## src/rtl/adc_seq_pkg.sv

```systemverilog
// Shared widths and FSM state type for the ADC scan sequencer.
package adc_seq_pkg;
    localparam int ADC_DATA_W = 12;
    localparam int ADC_CH_W   = 5;

    typedef enum logic [2:0] {
        S_IDLE,
        S_ISSUE,
        S_WAIT,
        S_PUBLISH,
        S_DONE
    } seq_state_t;
endpackage

```

## src/rtl/adc_seq_accum.sv

```systemverilog
// Per-channel sample accumulator, sample counter and power-of-two average.
module adc_seq_accum
    import adc_seq_pkg::*;
#(
    parameter int AVG_LOG2 = 2
) (
    input  logic                  clk_clk,
    input  logic                  reset_reset_n,
    input  logic                  i_clr,
    input  logic                  i_add,
    input  logic [ADC_DATA_W-1:0] i_data,
    output logic                  o_last,
    output logic [ADC_DATA_W-1:0] o_avg
);
    localparam int ACC_W = ADC_DATA_W + AVG_LOG2;
    localparam int CNT_W = AVG_LOG2 + 1;
    localparam logic [CNT_W-1:0] LAST_CNT = CNT_W'((1 << AVG_LOG2) - 1);

    logic [ACC_W-1:0] r_acc;
    logic [CNT_W-1:0] r_cnt;

    always_ff @(posedge clk_clk or negedge reset_reset_n) begin
        if (!reset_reset_n) begin
            r_acc <= '0;
            r_cnt <= '0;
        end else if (i_clr) begin
            r_acc <= '0;
            r_cnt <= '0;
        end else if (i_add) begin
            r_acc <= r_acc + ACC_W'(i_data);
            r_cnt <= r_cnt + CNT_W'(1);
        end
    end

    // o_last flags that the sample being added now completes the set
    assign o_last = (r_cnt == LAST_CNT);
    assign o_avg  = r_acc[AVG_LOG2 +: ADC_DATA_W];
endmodule

```

## src/rtl/adc_scan_sequencer.sv

```systemverilog
// Scans a channel range through an Avalon-ST ADC control core and publishes
// averaged results, with response timeout and channel-mismatch detection.
//   state     | meaning
//   S_IDLE    | scan stopped, waiting for enable
//   S_ISSUE   | command presented, waiting for cmd_ready
//   S_WAIT    | one command outstanding, waiting for matching response
//   S_PUBLISH | averaged result presented for one cycle
//   S_DONE    | scan_done presented for one cycle after the last channel
module adc_scan_sequencer
    import adc_seq_pkg::*;
#(
    parameter int NUM_CH   = 4,
    parameter int CH_FIRST = 1,
    parameter int AVG_LOG2 = 2,
    parameter int TIMEOUT  = 1023
) (
    input  logic                  clk_clk,
    input  logic                  reset_reset_n,
    input  logic                  enable,
    input  logic                  clear_err,
    output logic                  cmd_valid,
    output logic [ADC_CH_W-1:0]   cmd_channel,
    output logic                  cmd_sop,
    output logic                  cmd_eop,
    input  logic                  cmd_ready,
    input  logic                  rsp_valid,
    input  logic [ADC_CH_W-1:0]   rsp_channel,
    input  logic [ADC_DATA_W-1:0] rsp_data,
    output logic                  result_valid,
    output logic [ADC_CH_W-1:0]   result_channel,
    output logic [ADC_DATA_W-1:0] result_data,
    output logic                  scan_done,
    output logic                  busy,
    output logic                  timeout_err,
    output logic                  chan_err
);
    localparam logic [ADC_CH_W-1:0] CH_FIRST_C = ADC_CH_W'(CH_FIRST);
    localparam logic [ADC_CH_W-1:0] CH_LAST_C  = ADC_CH_W'(CH_FIRST + NUM_CH - 1);
    localparam int                  TMR_W      = $clog2(TIMEOUT + 1);
    localparam logic [TMR_W-1:0]    TMR_LOAD   = TMR_W'(TIMEOUT - 1);

    seq_state_t            r_state;
    logic [ADC_CH_W-1:0]   r_ch;
    logic [TMR_W-1:0]      r_tmr;
    logic                  r_cmd_valid;
    logic                  r_result_valid;
    logic                  r_scan_done;
    logic                  r_timeout_err;
    logic                  r_chan_err;

    logic                  w_match;
    logic                  w_mismatch;
    logic                  w_timeout;
    logic                  w_last_smp;
    logic                  w_last_ch;
    logic                  w_acc_clr;
    logic [ADC_DATA_W-1:0] w_avg;

    assign w_match    = (r_state == S_WAIT) && rsp_valid && (rsp_channel == r_ch);
    assign w_mismatch = (r_state == S_WAIT) && rsp_valid && (rsp_channel != r_ch);
    // A response landing on the terminal-count cycle still counts
    assign w_timeout  = (r_state == S_WAIT) && !w_match && (r_tmr == '0);
    assign w_last_ch  = (r_ch == CH_LAST_C);
    assign w_acc_clr  = (r_state == S_IDLE) || (r_state == S_PUBLISH) ||
                        (r_state == S_DONE) || w_timeout;

    adc_seq_accum #(
        .AVG_LOG2(AVG_LOG2)
    ) u_accum (
        .clk_clk      (clk_clk),
        .reset_reset_n(reset_reset_n),
        .i_clr        (w_acc_clr),
        .i_add        (w_match),
        .i_data       (rsp_data),
        .o_last       (w_last_smp),
        .o_avg        (w_avg)
    );

    always_ff @(posedge clk_clk or negedge reset_reset_n) begin
        if (!reset_reset_n) begin
            r_state        <= S_IDLE;
            r_ch           <= CH_FIRST_C;
            r_tmr          <= '0;
            r_cmd_valid    <= 1'b0;
            r_result_valid <= 1'b0;
            r_scan_done    <= 1'b0;
            r_timeout_err  <= 1'b0;
            r_chan_err     <= 1'b0;
        end else begin
            r_result_valid <= 1'b0;
            r_scan_done    <= 1'b0;

            if (w_timeout)      r_timeout_err <= 1'b1;
            else if (clear_err) r_timeout_err <= 1'b0;
            if (w_mismatch)     r_chan_err    <= 1'b1;
            else if (clear_err) r_chan_err    <= 1'b0;

            case (r_state)
                S_IDLE: begin
                    if (enable) begin
                        r_state     <= S_ISSUE;
                        r_ch        <= CH_FIRST_C;
                        r_cmd_valid <= 1'b1;
                    end
                end
                S_ISSUE: begin
                    if (cmd_ready) begin
                        r_state     <= S_WAIT;
                        r_cmd_valid <= 1'b0;
                        r_tmr       <= TMR_LOAD;
                    end
                end
                S_WAIT: begin
                    if (w_match) begin
                        if (w_last_smp) begin
                            r_state        <= S_PUBLISH;
                            r_result_valid <= 1'b1;
                        end else begin
                            r_state     <= S_ISSUE;
                            r_cmd_valid <= 1'b1;
                        end
                    end else if (w_timeout) begin
                        if (!enable) begin
                            r_state <= S_IDLE;
                        end else if (w_last_ch) begin
                            r_state     <= S_DONE;
                            r_scan_done <= 1'b1;
                        end else begin
                            r_state     <= S_ISSUE;
                            r_ch        <= r_ch + ADC_CH_W'(1);
                            r_cmd_valid <= 1'b1;
                        end
                    end else begin
                        r_tmr <= r_tmr - TMR_W'(1);
                    end
                end
                S_PUBLISH: begin
                    if (!enable) begin
                        r_state <= S_IDLE;
                    end else if (w_last_ch) begin
                        r_state     <= S_DONE;
                        r_scan_done <= 1'b1;
                    end else begin
                        r_state     <= S_ISSUE;
                        r_ch        <= r_ch + ADC_CH_W'(1);
                        r_cmd_valid <= 1'b1;
                    end
                end
                S_DONE: begin
                    if (enable) begin
                        r_state     <= S_ISSUE;
                        r_ch        <= CH_FIRST_C;
                        r_cmd_valid <= 1'b1;
                    end else begin
                        r_state <= S_IDLE;
                    end
                end
                default: r_state <= S_IDLE;
            endcase
        end
    end

    assign cmd_valid      = r_cmd_valid;
    assign cmd_sop        = r_cmd_valid;
    assign cmd_eop        = r_cmd_valid;
    assign cmd_channel    = r_cmd_valid ? r_ch : '0;
    assign result_valid   = r_result_valid;
    assign result_channel = r_result_valid ? r_ch : '0;
    assign result_data    = r_result_valid ? w_avg : '0;
    assign scan_done      = r_scan_done;
    assign busy           = (r_state != S_IDLE);
    assign timeout_err    = r_timeout_err;
    assign chan_err       = r_chan_err;
endmodule

```

## config.mk

```make
export PLATFORM = sky130hd
export DESIGN_NAME = adc_scan_sequencer
export DESIGN_NICKNAME = d
export VERILOG_FILES = /design/src/rtl/adc_seq_pkg.sv /design/src/rtl/adc_seq_accum.sv /design/src/rtl/adc_scan_sequencer.sv
export SDC_FILE = /design/constraint.sdc
export NUM_CORES = 1
export LEC_CHECK = 0
export ABC_AREA = 0
export BUFFER_PORTS_ARGS = -buffer_cell sky130_fd_sc_hd__buf_2
export CAP_MARGIN = 20
export CELL_PAD_IN_SITES_DETAIL_PLACEMENT = 1
export CELL_PAD_IN_SITES_GLOBAL_PLACEMENT = 1
export CORE_MARGIN = 4
export CORE_UTILIZATION = 42
export DETAILED_ROUTE_END_ITERATION = 10
export GPL_ROUTABILITY_DRIVEN = 0
export PLACE_DENSITY = 0.8
export SYNTH_ARGS = -nofsm -noshare
export SYNTH_HDL_FRONTEND = slang
export SYNTH_HIERARCHICAL = 1
export SYNTH_SLANG_ARGS = --single-unit
export TNS_END_PERCENT = 1
```

## constraint.sdc

```tcl
create_clock -name clk_clk -period 3.15 [get_ports clk_clk]
set_clock_uncertainty 0.05 [all_clocks]
set_input_delay 0.1575 -clock clk_clk [delete_from_list [all_inputs] [get_ports clk_clk]]
set_output_delay 0.1575 -clock clk_clk [all_outputs]
set_load 0.01 [all_outputs]
```

==> results of run 1 <==
## kinds of logic after synthesis
group | share of synthesized area (%)
buffers and inverters | 7.44
AO/OA/AOI/OAI | 20.2
AND/OR/NAND/NOR | 26.0
XOR/XNOR | 2.62
flip-flops | 33.3
adder cells (fa/ha/maj) | 8.15
multiplexers | 2.37
## final cells by class
class                      count  area share (%)
inverter                      16            1.75
sequential                    40            29.2
clock inverter                 1           0.874
timing repair buffer          62            9.84
multi-input combinational    260            52.1
tap                           96            3.50
clock buffer                   7            2.81
## metal layers
layer,GRT usage (%),part of all wire [%],vias to the layer above
met5,0,0,-
met1,26.7,46,1351
met4,5.13,1.2,0
met3,3.66,4.4,12
li1,-,-,1324
met2,34.9,48,63
## registers in the layout (all words and copies together) (netlist names)
register,cells
chan_err,1
cmd_eop,1
r_ch,5
r_state,3
r_tmr,10
result_valid,1
scan_done,1
timeout_err,1
u_accum/r_acc,14
u_accum/r_cnt,3
## repair_timing
item / 4_1_cts / 5_1_grt
hold endpoints to repair: 39 / 0
hold buffers: 1 / 0
setup endpoints to repair: 0 / 1
resized for setup: 0 / 1
buffers inserted: 0 / 0
## cell usage in the layout (no fill, tap or decap), drive strengths merged, types with 4 or more instances in the layout
cell / netlist / layout
nand4: 5 / 5
nor3: 9 / 9
ha: 18 / 18
a21o: 4 / 4
nor4: 5 / 5
a21oi: 25 / 25
or3b: 4 / 4
xor2: 4 / 4
nor2b: 5 / 5
or4: 4 / 4
mux2i: 6 / 6
clkbuf: 9 / 7
nand2b: 6 / 6
dfrtp: 39 / 39
buf: 19 / 61
nand3: 5 / 5
or3: 6 / 6
o31ai: 7 / 7
o21ai: 21 / 21
nor2: 30 / 30
nand2: 15 / 15
a211oi: 7 / 7
inv: 15 / 15
xnor2: 5 / 5
and2: 23 / 23
and3: 4 / 4
## metrics by stage
step	instance area [sq um]	cells	hold WS, ns
floorplan	3010	344	-0.188
global placement	3290	473	0.307
finish	3430	482	0.0944
global route	3430	482	0.100
detailed placement	3290	473	0.313
CTS	3430	482	0.0859
## report_power, final
group | switching, uW | leakage (uW) | internal [uW]
combinational | 482 | 0.000985 | 289
clock | 193 | 0.0000645 | 280
sequential | 83.2 | 0.000499 | 583
## worst max-delay path by stage
stage	endpoint	slack [ns]	cells after the start
after detailed placement	u_accum/r_acc[13]	0.32	10
after global routing	u_accum/r_acc[13]	0.06	10
after CTS	u_accum/r_acc[13]	0.23	10
after global placement	u_accum/r_acc[13]	0.48	10
after floorplan	u_accum/r_acc[13]	0.42	11
final	u_accum/r_acc[13]	0.30	10
## worst max-delay path, delay by kind of cell, from the launching register on
family | cells | cell delay [ns]
AO/OA/AOI/OAI | 4 | 0.66
flip-flops | 1 | 0.38
AND/OR/NAND/NOR | 6 | 1.68
==> results.ini, run 1 <==
[placed_design]
hpwl_um = 6150
portBuffers = 52
dp_slack_ns = 0.319

[yosys]
synth_area_sq_um = 3010
synth_edf_count = 0
ys_seq_area_share_pct = 33.3
synthArstFlopShare_pct = 100
synth_nets = 386
synth_area_leaders = dfrtp_1, ha_1, and2_1
ys_seq_elements = 40
yosysMostFrequentCell = dfrtp_1
synth_top_area_share_pct = 32.4
ys_types = 65
synthTopCellsByCount = dfrtp_1, nor2_1, a21oi_1
ys.flop_type = dfrtp_1
synthCells = 344
yosys_warnings = 6
synth_area_per_cell_sq_um = 8.75
synth_top_area_cell = dfrtp_1

[worst_setup_path]
cp-start-kind = flip-flop
worstPathCellList = or4bb_1 -> and3b_1 -> nand2_1 -> a21oi_2 -> o22ai_1 -> nor2_1 -> or2_2 -> a211oi_1 -> o31ai_1 -> nor3b_1
cp_slowest_cell = or4bb_1
r2r_start = r_state[2]
reg2regPathDepth = 10
path_class = flip-flop to flip-flop
r2r_end = u_accum/r_acc[13]
cp-end-kind = flip-flop
slowest_delay_ns = 0.52
cp_max_fo = 7
regToRegSetupSlack_ns = 0.30
arrival_ns = 3.01
worstPathRequired_ns = 3.31
crit_start = r_state[2]

[cells_and_area]
nFillCells = 852
n_antenna_cell = 0
final_nets = 427
seq_area_sq_um = 1000
area_growth_pct = 14.1
drive_above_1_share_pct = 22.8
multi_input_area_sq_um = 1790
final_util_pct = 50.0

[floorplan]
start_util_pct = 43.8
die_w_um = 92.7
die_y_um = 92.7
die_area_sq_um = 8590
rows = 30
pin_count = 53
design.core.area_sq_um = 6870

[power_and_ir_drop]
peakVddDrop_v = 0.000366
power_uw = 1910
power.static_leakage_uw = 0.00155
p_per_area_nw_per_um2 = 556

[timing]
finalCritPeriodShare_pct = 90.5
max_slew_margin_pct = 38.8
fmax_mhz = 351
finalSetupViolCount = 0
fin_setup_tns_ns = 0
hold_viol_final = 0
slew_violations = 0
post-route-min-period_ns = 2.85
tightest_slew_ns = 0.918
worst_slack_ns = 0.300
rsz0062_at_grt = no

[cts]
path_clk_slew_ns = 0.08
cts_root_buffer = clkbuf_8
htreeDepth = 2
cts.sinks = 40
numCtsBuffers = 5
cts.path.max_buffers = 2
clock_latency_ns = 0.30
cts_tree = yes

[worst_hold_path]
hold_class = primary input to flip-flop
holdPathStages = 3
hp-start = clear_err
min_to = timeout_err

[routing]
avgViaCountPerCell = 5.71
drt-initial-drc-count = 105
num_vias = 2750
drc = 0
wl_um = 8240
wl_per_cell_um = 17.1
antenna_left = 0
drtPass1Iterations = 4

[global_routing]
grt_max_degree = 41
grt_pass1_wl_um = 14200
grt_use_total_pct = 20.4
antenna_found_initial = 0
grt-ovfl-total = 0
grt_pass1_vias = 2959

[outcome]
status = finished, final reports clean

[job]
cap_violations = 0

Power figures use the tool's default switching activity.
==> run 2, diff against run 1 <==
==> constraint.sdc (replaced) <==
create_clock -name clk_clk -period 3.15 [get_ports clk_clk]
set_clock_uncertainty 0.05 [all_clocks]
set_input_delay 0.315 -clock clk_clk [delete_from_list [all_inputs] [get_ports clk_clk]]
set_output_delay 0.315 -clock clk_clk [all_outputs]
set_load 0.01 [all_outputs]
==> run 2 against run 1 <==
Effect of this change: first-iteration DRC count is 6.7% lower; maximum frequency up 3.1%; register-to-register slack gained 0.09 ns; critical path depth stayed put; largest cell class unchanged; sequential share of layout area rose by 0.52 points; non-clock buffer count decreased by 1; highest routed layer unchanged; global-route usage is 0.062 points lower.
==> results.ini, run 2 (synthesis gave the netlist of run 1 again) <==
[cells_and_area]
layout_commonest_cell = buf_2
final_nets = 426
largest_reg_flops = 14
largest_register = u_accum/r_acc
n_antenna_cell = 0
drive_above_1_share_pct = 22.4
most-common-layout-cells = buf_2, dfrtp_1, nor2_1, a21oi_1, and2_1
area_growth_pct = 12.1
reg_top3 = u_accum/r_acc (14), r_tmr (10), r_ch (5)

[global_routing]
grt-ovfl-total = 0
met2_usage_pct = 34.6
grt_pass1_wl_um = 14100
grt_max_degree = 41
grt_pass1_vias = 2852
antenna_found_initial = 0
top_usage_layer = met2
grtUsageMet1_pct = 26.2
grt_use_total_pct = 20.4
use_met3_pct = 3.82

[placed_design]
portBuffers = 52
hpwl_um = 6240

[cts]
cts_tree = yes
numCtsBuffers = 5
clock_latency_ns = 0.30
path_clk_slew_ns = 0.08
cts.path.max_buffers = 2
cts_root_buffer = clkbuf_8
htreeDepth = 2
cts.sinks = 40
post_cts_buffers = 0

[worst_setup_path]
cp-end-kind = flip-flop
arrival_ns = 2.93
reg2regPathDepth = 10
path_class = flip-flop to flip-flop
cp_max_fo = 7
cp-start-kind = flip-flop
worstPathRequired_ns = 3.31
r2r_start = r_state[2]
regToRegSetupSlack_ns = 0.39
r2r_end = u_accum/r_acc[13]

[timing]
post-route-min-period_ns = 2.76
rsz0062_at_grt = no
fin_setup_tns_ns = 0
hold_viol_final = 0
tightest_slew_ns = 0.944
fmax_mhz = 362
slew_violations = 0
max_slew_margin_pct = 37.1
finalCritPeriodShare_pct = 87.7
finalSetupViolCount = 0

[floorplan]
die_w_um = 92.7
rows = 30
pin_count = 53
design.core.area_sq_um = 6870
start_util_pct = 43.8
die_y_um = 92.7
die_area_sq_um = 8590

[routing]
drt-initial-drc-count = 98
wl_um = 8240
antenna_left = 0
drc = 0
drtPass1Iterations = 4
wl_per_cell_um = 17.2
avgViaCountPerCell = 5.78
num_vias = 2772

[worst_hold_path]
hold_class = primary input to asynchronous set/reset pin

[power_and_ir_drop]
power.static_leakage_uw = 0.00152
peakVddDrop_v = 0.000396
power_uw = 1760
p_per_area_nw_per_um2 = 523

[outcome]
status = finished, final reports clean

[job]
cap_violations = 0

[run 2: changes by cell type in the layout (fill, tap and decap cells not counted)]
cell           previous run  this run
bufinv_16                 1         0
clkbuf_1                  0         1
dlygate4sd3_1             1         0
a21oi_1                  23        24
clkbuf_8                  7         5
nor2_1                   30        29
nor2_2                    0         1
a21oi_2                   2         1
clkinv_2                  0         1
[run 2: area by class of cell]
class,instances,area [sq um]
clock buffer,6,72.6
clock inverter,1,5.00
fill,856,3490
inverter,16,60.1
multi-input combinational,260,1790
sequential,40,1000
tap,96,120
timing repair buffer,61,328
[run 2: critical path: stages (launching register included)]
cell and delay (ns):
dfrtp_1 0.39, or4bb_1 0.52, and3b_1 0.31, nand2_1 0.18, a21oi_1 0.28, o22ai_1 0.14, nor2_2 0.19, or2_2 0.15
a211oi_1 0.05, o31ai_1 0.23, nor3b_1 0.19
[run 2: power breakdown]
group / internal, uW / leakage, uW / total [uW] / switching, uW
sequential: 583 / 0.000499 / 665 / 82.5
combinational: 289 / 0.000981 / 765 / 476
clock: 151 / 0.0000410 / 334 / 183
total: 1020 / 0.00152 / 1760 / 742
[run 2: what timing repair did]
action / in CTS / in global routing
endpoints found under the setup margin: 0 / 1
hold buffers: 0 / 0
gates resized for setup: 0 / 1
[run 2: through the flow]
stage / cell area (sq um) / cells / worst slack [ns] / hold slack [ns] / utilization [%]
finish: 3370 / 480 / 0.386 / 0.104 / 49.1
global route: 3370 / 480 / 0.0542 / 0.178 / 49.1
CTS: 3370 / 480 / 0.310 / 0.139 / 49.1
detailed placement: 3290 / 473 / 0.335 / 0.425 / 48.0
global placement: 3290 / 473 / 0.502 / 0.416 / 48.0
floorplan: 3010 / 344 / 0.420 / -0.0306 / -
[run 2: metal layers]
metal	part of all wire, %	vias up
met5	0	-
met4	1.4	0
met3	4.2	12
met2	49	54
met1	46	1393
li1	-	1313
[run 2: how the worst max path moves through the flow]
| stage | startpoint | to | slack, ns |
|---|---|---|---|
| 2_1_floorplan | r_tmr[0] | u_accum/r_acc[13] | 0.42 |
| 6_report | r_state[2] | u_accum/r_acc[13] | 0.39 |
| 5_1_grt | r_state[2] | u_accum/r_acc[13] | 0.05 |
| 3_3_place_gp | r_tmr[0] | u_accum/r_acc[13] | 0.50 |
| 3_5_place_dp | r_state[2] | u_accum/r_acc[13] | 0.34 |
| 4_1_cts | r_state[2] | u_accum/r_acc[13] | 0.31 |
